**src/rtl/pwm_pkg.sv**
```systemverilog
// Shared types and constants for the PWM fade controller.
package pwm_pkg;
  localparam int DUTY_W            = 8;
  localparam int RATE_W            = 8;
  localparam int PERIOD_CYCLES_DEF = 256;

  typedef enum logic [1:0] {IDLE, UP, DOWN, FINISH} fade_state_t;
  typedef logic [DUTY_W-1:0] duty_t;
  typedef logic [RATE_W-1:0] rate_t;

  // Counter width able to hold 0..n-1, never narrower than one bit.
  function automatic int cnt_width(input int n);
    return (n > 1) ? $clog2(n) : 1;
  endfunction
endpackage

```
**src/rtl/pwm_fade_ctrl_if.sv**
```systemverilog
// Command and status bundle between a fade requester and pwm_fade_ctrl.
interface pwm_fade_ctrl_if;
  logic          cmd_valid;
  logic          cmd_ready;
  pwm_pkg::duty_t cmd_target;
  pwm_pkg::rate_t cmd_rate;
  logic          abort;
  pwm_pkg::duty_t duty_cycle;
  logic          period_tick;
  logic          busy;
  logic          done;

  modport master (
    output cmd_valid, cmd_target, cmd_rate, abort,
    input  cmd_ready, duty_cycle, period_tick, busy, done
  );

  modport slave (
    input  cmd_valid, cmd_target, cmd_rate, abort,
    output cmd_ready, duty_cycle, period_tick, busy, done
  );
endinterface

```
**src/rtl/pwm_period_tick.sv**
```systemverilog
// Free-running PWM period counter; period_tick is registered and high on the last count.
module pwm_period_tick import pwm_pkg::*; #(
  parameter int PERIOD_CYCLES = PERIOD_CYCLES_DEF
) (
  input  logic clk,
  input  logic rst_n,
  output logic period_tick
);
  localparam int            CW   = cnt_width(PERIOD_CYCLES);
  localparam logic [CW-1:0] LAST = CW'(PERIOD_CYCLES - 1);

  logic [CW-1:0] cnt, cnt_nxt;

  always_comb cnt_nxt = (cnt == LAST) ? '0 : cnt + CW'(1);

  // Tick is decoded from the next count so it lines up with cnt == LAST.
  always_ff @(posedge clk or negedge rst_n) begin
    if (!rst_n) begin
      cnt         <= '0;
      period_tick <= 1'b0;
    end else begin
      cnt         <= cnt_nxt;
      period_tick <= (cnt_nxt == LAST);
    end
  end
endmodule

```
**src/rtl/pwm_fade_ctrl.sv**
```systemverilog
// Ramps a registered PWM duty toward a commanded target, one LSB per (rate+1) periods.
module pwm_fade_ctrl import pwm_pkg::*; #(
  parameter int PERIOD_CYCLES = PERIOD_CYCLES_DEF
) (
  input  logic            clk,
  input  logic            rst_n,
  pwm_fade_ctrl_if.slave  bus
);
  fade_state_t state, state_nxt;
  duty_t       duty, duty_nxt, target, target_nxt;
  rate_t       rate, rate_nxt, rate_cnt, rate_cnt_nxt;
  logic        done_q, done_nxt;
  logic        armed;
  logic        tick;
  logic        cmd_ready;

  pwm_period_tick #(.PERIOD_CYCLES(PERIOD_CYCLES)) u_tick (
    .clk         (clk),
    .rst_n       (rst_n),
    .period_tick (tick)
  );

  // armed keeps cmd_ready low through reset and releases it on the first clock after.
  assign cmd_ready       = armed && (state == IDLE) && !bus.abort;
  assign bus.cmd_ready   = cmd_ready;
  assign bus.busy        = (state == UP) || (state == DOWN);
  assign bus.duty_cycle  = duty;
  assign bus.period_tick = tick;
  assign bus.done        = done_q;

  always_comb begin
    state_nxt    = state;
    duty_nxt     = duty;
    target_nxt   = target;
    rate_nxt     = rate;
    rate_cnt_nxt = rate_cnt;
    if (bus.abort) begin
      state_nxt    = IDLE;
      rate_cnt_nxt = '0;
    end else begin
      unique case (state)
        IDLE: begin
          if (bus.cmd_valid && cmd_ready) begin
            target_nxt   = bus.cmd_target;
            rate_nxt     = bus.cmd_rate;
            rate_cnt_nxt = '0;
            if (bus.cmd_target > duty)      state_nxt = UP;
            else if (bus.cmd_target < duty) state_nxt = DOWN;
            else                            state_nxt = FINISH;
          end
        end
        UP, DOWN: begin
          // Stepping only on a tick keeps duty stable within a PWM period;
          // reaching the target halts stepping, so the 8-bit value never wraps.
          if (duty == target) begin
            state_nxt = FINISH;
          end else if (tick) begin
            if (rate_cnt == rate) begin
              duty_nxt     = (state == UP) ? duty + DUTY_W'(1) : duty - DUTY_W'(1);
              rate_cnt_nxt = '0;
            end else begin
              rate_cnt_nxt = rate_cnt + RATE_W'(1);
            end
          end
        end
        FINISH:  state_nxt = IDLE;
        default: state_nxt = IDLE;
      endcase
    end
    done_nxt = (state_nxt == FINISH);
  end

  always_ff @(posedge clk or negedge rst_n) begin
    if (!rst_n) begin
      state    <= IDLE;
      duty     <= '0;
      target   <= '0;
      rate     <= '0;
      rate_cnt <= '0;
      done_q   <= 1'b0;
      armed    <= 1'b0;
    end else begin
      state    <= state_nxt;
      duty     <= duty_nxt;
      target   <= target_nxt;
      rate     <= rate_nxt;
      rate_cnt <= rate_cnt_nxt;
      done_q   <= done_nxt;
      armed    <= 1'b1;
    end
  end
endmodule

```
**src/flat_wrapper.sv**
```systemverilog
// flat-port wrapper written by rule: the top's interface ports become plain ports
module pwm_fade_ctrl_flat import pwm_pkg::*;
#(
  parameter int PERIOD_CYCLES = PERIOD_CYCLES_DEF
)
  (clk, rst_n, bus_cmd_valid, bus_cmd_target, bus_cmd_rate, bus_abort, bus_cmd_ready, bus_duty_cycle, bus_period_tick, bus_busy, bus_done);
  pwm_fade_ctrl_if bus_i ();
  input  logic clk;
  input  logic rst_n;
  input wire logic [$bits(bus_i.cmd_valid)-1:0] bus_cmd_valid;
  input wire logic [$bits(bus_i.cmd_target)-1:0] bus_cmd_target;
  input wire logic [$bits(bus_i.cmd_rate)-1:0] bus_cmd_rate;
  input wire logic [$bits(bus_i.abort)-1:0] bus_abort;
  output wire logic [$bits(bus_i.cmd_ready)-1:0] bus_cmd_ready;
  output wire logic [$bits(bus_i.duty_cycle)-1:0] bus_duty_cycle;
  output wire logic [$bits(bus_i.period_tick)-1:0] bus_period_tick;
  output wire logic [$bits(bus_i.busy)-1:0] bus_busy;
  output wire logic [$bits(bus_i.done)-1:0] bus_done;
  assign bus_i.cmd_valid = bus_cmd_valid;
  assign bus_i.cmd_target = bus_cmd_target;
  assign bus_i.cmd_rate = bus_cmd_rate;
  assign bus_i.abort = bus_abort;
  assign bus_cmd_ready = bus_i.cmd_ready;
  assign bus_duty_cycle = bus_i.duty_cycle;
  assign bus_period_tick = bus_i.period_tick;
  assign bus_busy = bus_i.busy;
  assign bus_done = bus_i.done;
  pwm_fade_ctrl #(.PERIOD_CYCLES(PERIOD_CYCLES)) u_core (.clk(clk), .rst_n(rst_n), .bus(bus_i));
endmodule
```
**config.mk**
```make
export PLATFORM = sky130hd
export DESIGN_NAME = pwm_fade_ctrl_flat
export DESIGN_NICKNAME = d
export VERILOG_FILES = /design/src/rtl/pwm_pkg.sv /design/src/rtl/pwm_fade_ctrl_if.sv /design/src/rtl/pwm_period_tick.sv /design/src/rtl/pwm_fade_ctrl.sv /design/src/flat_wrapper.sv
export SDC_FILE = /design/constraint.sdc
export NUM_CORES = 1
export LEC_CHECK = 0
export BUFFER_PORTS_ARGS = -buffer_cell sky130_fd_sc_hd__buf_2
export CAP_MARGIN = 20
export CORE_ASPECT_RATIO = 0.6
export CORE_UTILIZATION = 40
export DETAILED_ROUTE_END_ITERATION = 7
export SLEW_MARGIN = 20
export SYNTH_ARGS = -nofsm -noshare
export SYNTH_HDL_FRONTEND = slang
export SYNTH_HIERARCHICAL = 1
export SYNTH_SLANG_ARGS = --single-unit
```
**constraint.sdc**
```tcl
create_clock -name clk -period 2.2 [get_ports clk]
set_clock_uncertainty 0.2 [all_clocks]
set_input_delay 0.11 -clock clk [delete_from_list [all_inputs] [get_ports clk]]
set_output_delay 0.11 -clock clk [all_outputs]
set_load 0.05 [all_outputs]
```
Word level (Yosys, flattened, before mapping)
Index checks and enable logic that the tools add are counted.
{ "totals": {"reg_bits": 45, "latch_bits": 0, "ramBits": 0, "rom_bits": 0, "input_bits": 20, "mem_count": 0} }
{ "classes": {"n_addsub": 4, "multipliers": 0, "n_div": 0, "order_cmp": 2, "n_eq_ne": 11, "shift": 0, "n_mux": 14, "bitwise": 2, "reduce_logical": 11} }
{ "op_table": {"columns": ["operator", "n"], "rows": [
  ["8-bit two-way mux", 7],
  ["8-bit by 1-bit adder with 8-bit output, second input constant", 3],
  ["8-bit equality test", 2],
  ["8-bit equality test, second input constant", 2],
  ["8-bit case mux with 2 select lines", 1],
  ["3-bit != test, second input constant", 3],
  ["8-bit greater-than comparator", 1],
  ["8-bit < comparator", 1],
  ["2-bit two-way mux", 4],
  ["8-bit by 1-bit subtractor with 8-bit output, second input constant", 1],
  ["2-bit equality test, second input constant", 3],
  ["2-bit case mux with 3 select lines", 1],
  ["5-bit AND reduction", 1],
  ["4-bit AND reduction", 1],
  ["1-bit logical AND", 3],
  ["3-bit AND reduction", 1],
  ["3-bit nonzero test", 1],
  ["2-bit by 1-bit equality test with 1-bit output, second input constant", 1],
  ["2-bit zero test", 1],
  ["1-bit inverter", 2],
  ["2-bit OR reduction", 1],
  ["1-bit zero test", 1],
  ["1-bit logical OR", 1],
  ["1-bit two-way mux", 1]
]} }

Logic depth before layout (Yosys ltp)
{ "logic_depth": {"word_depth": 8, "depth_mapped": 10, "ltp_nobuf": 10} }

Cells and area by module
Netlist, hierarchy kept.
{ "by_module_without_submodules": {"columns": ["mod", "n_inst", "cells_per_inst", "area_per_inst_um2"], "rows": [
  ["pwm_fade_ctrl", 1, 212, 2170.8],
  ["pwm_period_tick", 1, 48, 480.5]
]} }

Least setup slack after synthesis
OpenSTA, ideal clock, no wires.
{ "synth_path": {"kind": "register -> register", "from": "register u_core.state[1]", "to": "register u_core.duty[6], in the netlist u_core/bus.duty_cycle[6]", "t_arrival_ns": 2.059, "slack_ns": -0.184, "stages_incl_launch_ff": 11, "path_buffers": 0, "cell_sequence": "dfrtp_1 inv_1 ha_1 inv_1 fa_1 a21o_1 a21oi_1 o21bai_1 a21oi_1 xnor2_1 mux2_2"} }
{ "synth_via": {"elab_chain_cells": 3, "elab_cells_between_ends": 5, "classes_between": "eq/ne: 2; mux: 1; reduce/logical: 2"} }
{ "synth_rtl": {"columns": ["element", "line", "source"], "rows": [
  ["start: declaration", "pwm_fade_ctrl.sv:9", "fade_state_t state, state_nxt;"],
  ["start signal: assignment", "pwm_fade_ctrl.sv:83", "state <= state_nxt;"],
  ["2-bit by 1-bit equality test with 1-bit output or 2-bit equality test (tied branches)", "pwm_fade_ctrl.sv:41, pwm_fade_ctrl.sv:59", null],
  ["2-bit OR reduction", "pwm_fade_ctrl.sv:41", "unique case (state)"],
  ["5-bit AND reduction (no source line)", null, null],
  ["end signal: assignment", "pwm_fade_ctrl.sv:84", "duty <= duty_nxt;"],
  ["end: declaration", "pwm_fade_ctrl.sv:10", "duty_t duty, duty_nxt, target, target_nxt;"]
]} }
Several ways; a longest one is shown, not always the timed one.
A chain may end at the register's enable or synchronous reset.

Final worst setup path
Same ends and word-level chain as after synthesis.

==> run_results.csv <==
group,metric,value,unit
clock_tree,cts_sinks,45,
floorplan,core.rowCount,22,
route,drtIter0Drc,84,
yosys,seq_area_frac_synth,42.5,%
floorplan,start_util,42.4,%
timing,fmaxAchievable,451,MHz
critical_path,cp-end-kind,"flop",
route,drtAntennaViolNets,0,
clock_tree,htree_levels,2,
timing,worst_slack,-0.0193,ns
critical_path,slowest_delay,0.38,ns
route,vias,2103,
yosys,yosys_warnings,6,
timing,rsz0062_at_grt,"yes",
global_routing,overflow,0,
clock_tree,cts-buffers-inserted,5,
placement,dp_cells,394,
yosys,syn_area,2650,um^2
critical_path,crit_arrival,2.21,ns
power_and_ir_drop,seqPwrFrac,36.5,%
min_path,min_to,"u_core/target[0]$_DFFE_PN0P_",
power_and_ir_drop,power_switching,1.08,mW
critical_path,crit_path_frequent_cell,"a21oi_2",
layout,num_antenna_cells,0,
yosys,synth_fp_nets,301,
timing,worst_pin_slew,0.552,ns
critical_path,regToRegEndpoint,"u_core/bus.duty_cycle[6]$_DFFE_PN0P_",
clock_tree,clk_pin_slew,0.09,ns
placement,placed_area,3110,um^2
clock_tree,clk_latency,0.30,ns
placement,place_congestion,0.864,
floorplan,fp.coreArea,6250,um^2
route,drt-total-wl,6140,um
yosys,synth_top_flop_cell,"dfrtp_1",
floorplan,io_pins,32,
floorplan,die-area,6970,um^2
timing,min_period,2.22,ns
min_path,min_from,"bus_cmd_valid",
power_and_ir_drop,comb_power_share,42.0,%
layout,num-nets-final,381,
yosys,ys_ff_latch,45,
power_and_ir_drop,clkPwrFrac,21.5,%
power_and_ir_drop,peakVddDrop,0.340,mV
global_routing,grt_antenna_before_repair,0,
power_and_ir_drop,swShare,34.8,%
placement,pre_cts_slack,-0.0882,ns
min_path,hp-class,"in2reg",
placement,hpwl,4440,um
critical_path,cp-start-kind,"flop",
route,drc,0,
critical_path,worstPathCellList,"inv_2 > ha_4 > inv_6 > fa_2 > a21o_1 > a21oi_2 > o21bai_1 > a21oi_2 > xnor2_1 > mux2_2",
clock_tree,root_buffer,"clkbuf_8",
yosys,synth-edff-count,0,
global_routing,grt_pass1_vias,2047,
critical_path,crit_family,"compound AO/OA/AOI/OAI gates",
power_and_ir_drop,power,3.10,mW
layout,fin_cells,425,
layout,fillers,540,
global_routing,grt_pass1_wl,10200,um
timing,finalSetupViolCount,1,
layout,drive_gt1_share,35.2,%
floorplan,die_h,65.1,um
placement,port_buffers,31,
critical_path,worstReg2RegStart,"u_core/state[1]$_DFF_PN0_",
critical_path,reg2reg_depth,10,
critical_path,critical_path.max_fanout,7,
run_status,failed_checks,"negative setup slack",
timing,period_share,101,%
power_and_ir_drop,internal-power,2.02,mW
yosys,syn-instance-count,260,
yosys,avgSynthCellArea,10.2,um^2
timing,hold_violations,0,
job,drv_cap,0,
power_and_ir_drop,p_leak,1.63,nW
global_routing,grt_usage,19.4,%
critical_path,worst-r2r-setup-slack,-0.02,ns
timing,report.final.slew_viol_count,0,
critical_path,crit_required,2.19,ns
floorplan,fp.dieW,107,um
min_path,hold_depth,4,
route,drt_pass1_iterations,4,
timing,finalSetupTns,-0.0193,ns
yosys,yosysUniqueCellTypes,46,
yosys,synthArstFlopShare,100,%
layout,fin_area,3580,um^2
layout,layout_commonest_cell,"dfrtp_1",
clock_tree,cts_tree,"built",
layout,area_growth,35.2,%
critical_path,worst-path-buf-inv,2,
layout,final_cell_mix,"dfrtp_1, buf_2, buf_4",
critical_path,crit_type,"reg2reg",
timing,slew_headroom,63.2,%
route,viasPerCell,4.95,
critical_path,crit_slowest_cell,"dfrtp_1",
route,routedWlPerCell,14.4,um
global_routing,grt_start_max_net_pins,25,
run_status,outcome,"complete, but fails checks",
clock_tree,clock_path_buffers,2,
power_and_ir_drop,powerDensity,865,nW/um^2
==> power by group through the flow <==
stage | combinational, mW | sequential [mW] | clock (mW)
floorplan | 0.783 | 1.12 | 0
global placement | 1.08 | 1.14 | 0
detailed placement | 1.10 | 1.14 | 0
CTS | 1.17 | 1.13 | 0.685
global route | 1.43 | 1.16 | 0.721
finish | 1.30 | 1.13 | 0.667
==> flip-flops by register name, indices dropped and copies added (netlist names) <==
register and count:
u_core/bus.duty_cycle 8, u_core/rate 8, u_core/rate_cnt 8, u_core/target 8, u_core/u_tick/cnt 8, u_core/state 2
u_core/armed 1, u_core/bus.done 1, u_core/u_tick/period_tick 1
==> per-stage QoR <==
stage                     hold slack [ns]  util, %
final                              0.0924     57.3
after global routing               0.0860     57.3
after CTS                          0.0367     55.0
after detailed placement          -0.0692     49.8
after global placement            -0.0706     49.8
after floorplan                    -0.386        -
==> synth_stat cells (2+ instances only) <==
library cell,n,share of area (%)
nor2_1,13,1.8
xor2_1,13,4.3
and3_1,4,0.94
o2bb2ai_1,2,0.66
o21ai_1,5,0.94
nand2b_1,4,0.94
nor2b_1,3,0.71
o31ai_1,3,0.85
inv_1,17,2.4
o21bai_1,2,0.57
a21oi_1,15,2.8
nand2_1,19,2.7
nand4_1,5,1.2
buf_2,4,0.76
dfrtp_1,45,42
xnor2_1,15,5.0
and3b_1,4,1.3
nor3_1,2,0.38
a21o_1,2,0.57
o211ai_1,3,0.85
o21ai_0,15,2.8
ha_1,20,9.4
mux2_2,16,6.8
nand3_1,7,1.3
==> worst max-delay path by stage <==
stage                                         start                                    to  cells after the start
after global routing      u_core/state[1]$_DFF_PN0_  u_core/bus.duty_cycle[6]$_DFFE_PN0P_                     10
after floorplan           u_core/state[1]$_DFF_PN0_  u_core/bus.duty_cycle[6]$_DFFE_PN0P_                     10
after global placement    u_core/state[1]$_DFF_PN0_  u_core/bus.duty_cycle[6]$_DFFE_PN0P_                     10
after CTS                 u_core/state[1]$_DFF_PN0_  u_core/bus.duty_cycle[6]$_DFFE_PN0P_                     10
after detailed placement  u_core/state[0]$_DFF_PN0_  u_core/bus.duty_cycle[6]$_DFFE_PN0P_                      9
final                     u_core/state[1]$_DFF_PN0_  u_core/bus.duty_cycle[6]$_DFFE_PN0P_                     10
==> timing repair <==
item	CTS	global route
hold buffers	17	0
setup buffers	3	4
gates resized for setup	2	31
hold endpoints to repair	61	0
endpoints found under the setup margin	1	17
pin swaps	3	15
==> tightest hold or removal path, cell delays in order <==
cell and delay, ns:
buf_2 0.11, nand2_4 0.08, buf_4 0.16, o21ai_0 0.08
==> area by class of cell <==
| type | instances | area [um^2] | area share [%] |
|---|---|---|---|
| Inverter | 17 | 68.8 | 1.92 |
| Tap cell | 84 | 105 | 2.93 |
| Clock inverter | 2 | 37.5 | 1.05 |
| Sequential cell | 45 | 1130 | 31.5 |
| Multi-Input combinational cell | 192 | 1570 | 43.9 |
| Clock buffer | 6 | 82.6 | 2.30 |
| Timing Repair Buffer | 79 | 587 | 16.4 |
==> cells by family (layout without fill, tap and decap cells) <==
| family | count (synthesis) | in the layout | share of synthesized area, % |
|---|---|---|---|
| buffers and inverters | 23 | 104 | 3.59 |
| AOI/OAI and AO/OA | 54 | 54 | 12.5 |
| DFF | 45 | 45 | 42.5 |
| xor gates and xnor gates | 28 | 28 | 9.25 |
| and+or+nand+nor | 71 | 71 | 14.7 |
| muxes | 17 | 17 | 7.17 |
| adders and majority gates | 21 | 21 | 10.2 |
| other | 1 | 1 | 0.141 |
==> routing by layer <==
metal	global-route usage (%)	routed length, um	vias to the layer above
met5	0	0	-
li1	-	-	1074
met2	28.7	2600	25
met4	6.16	59	0
met1	28.3	3300	998
met3	3.92	176	6
Note: power is estimated with default switching activity, not from simulation.
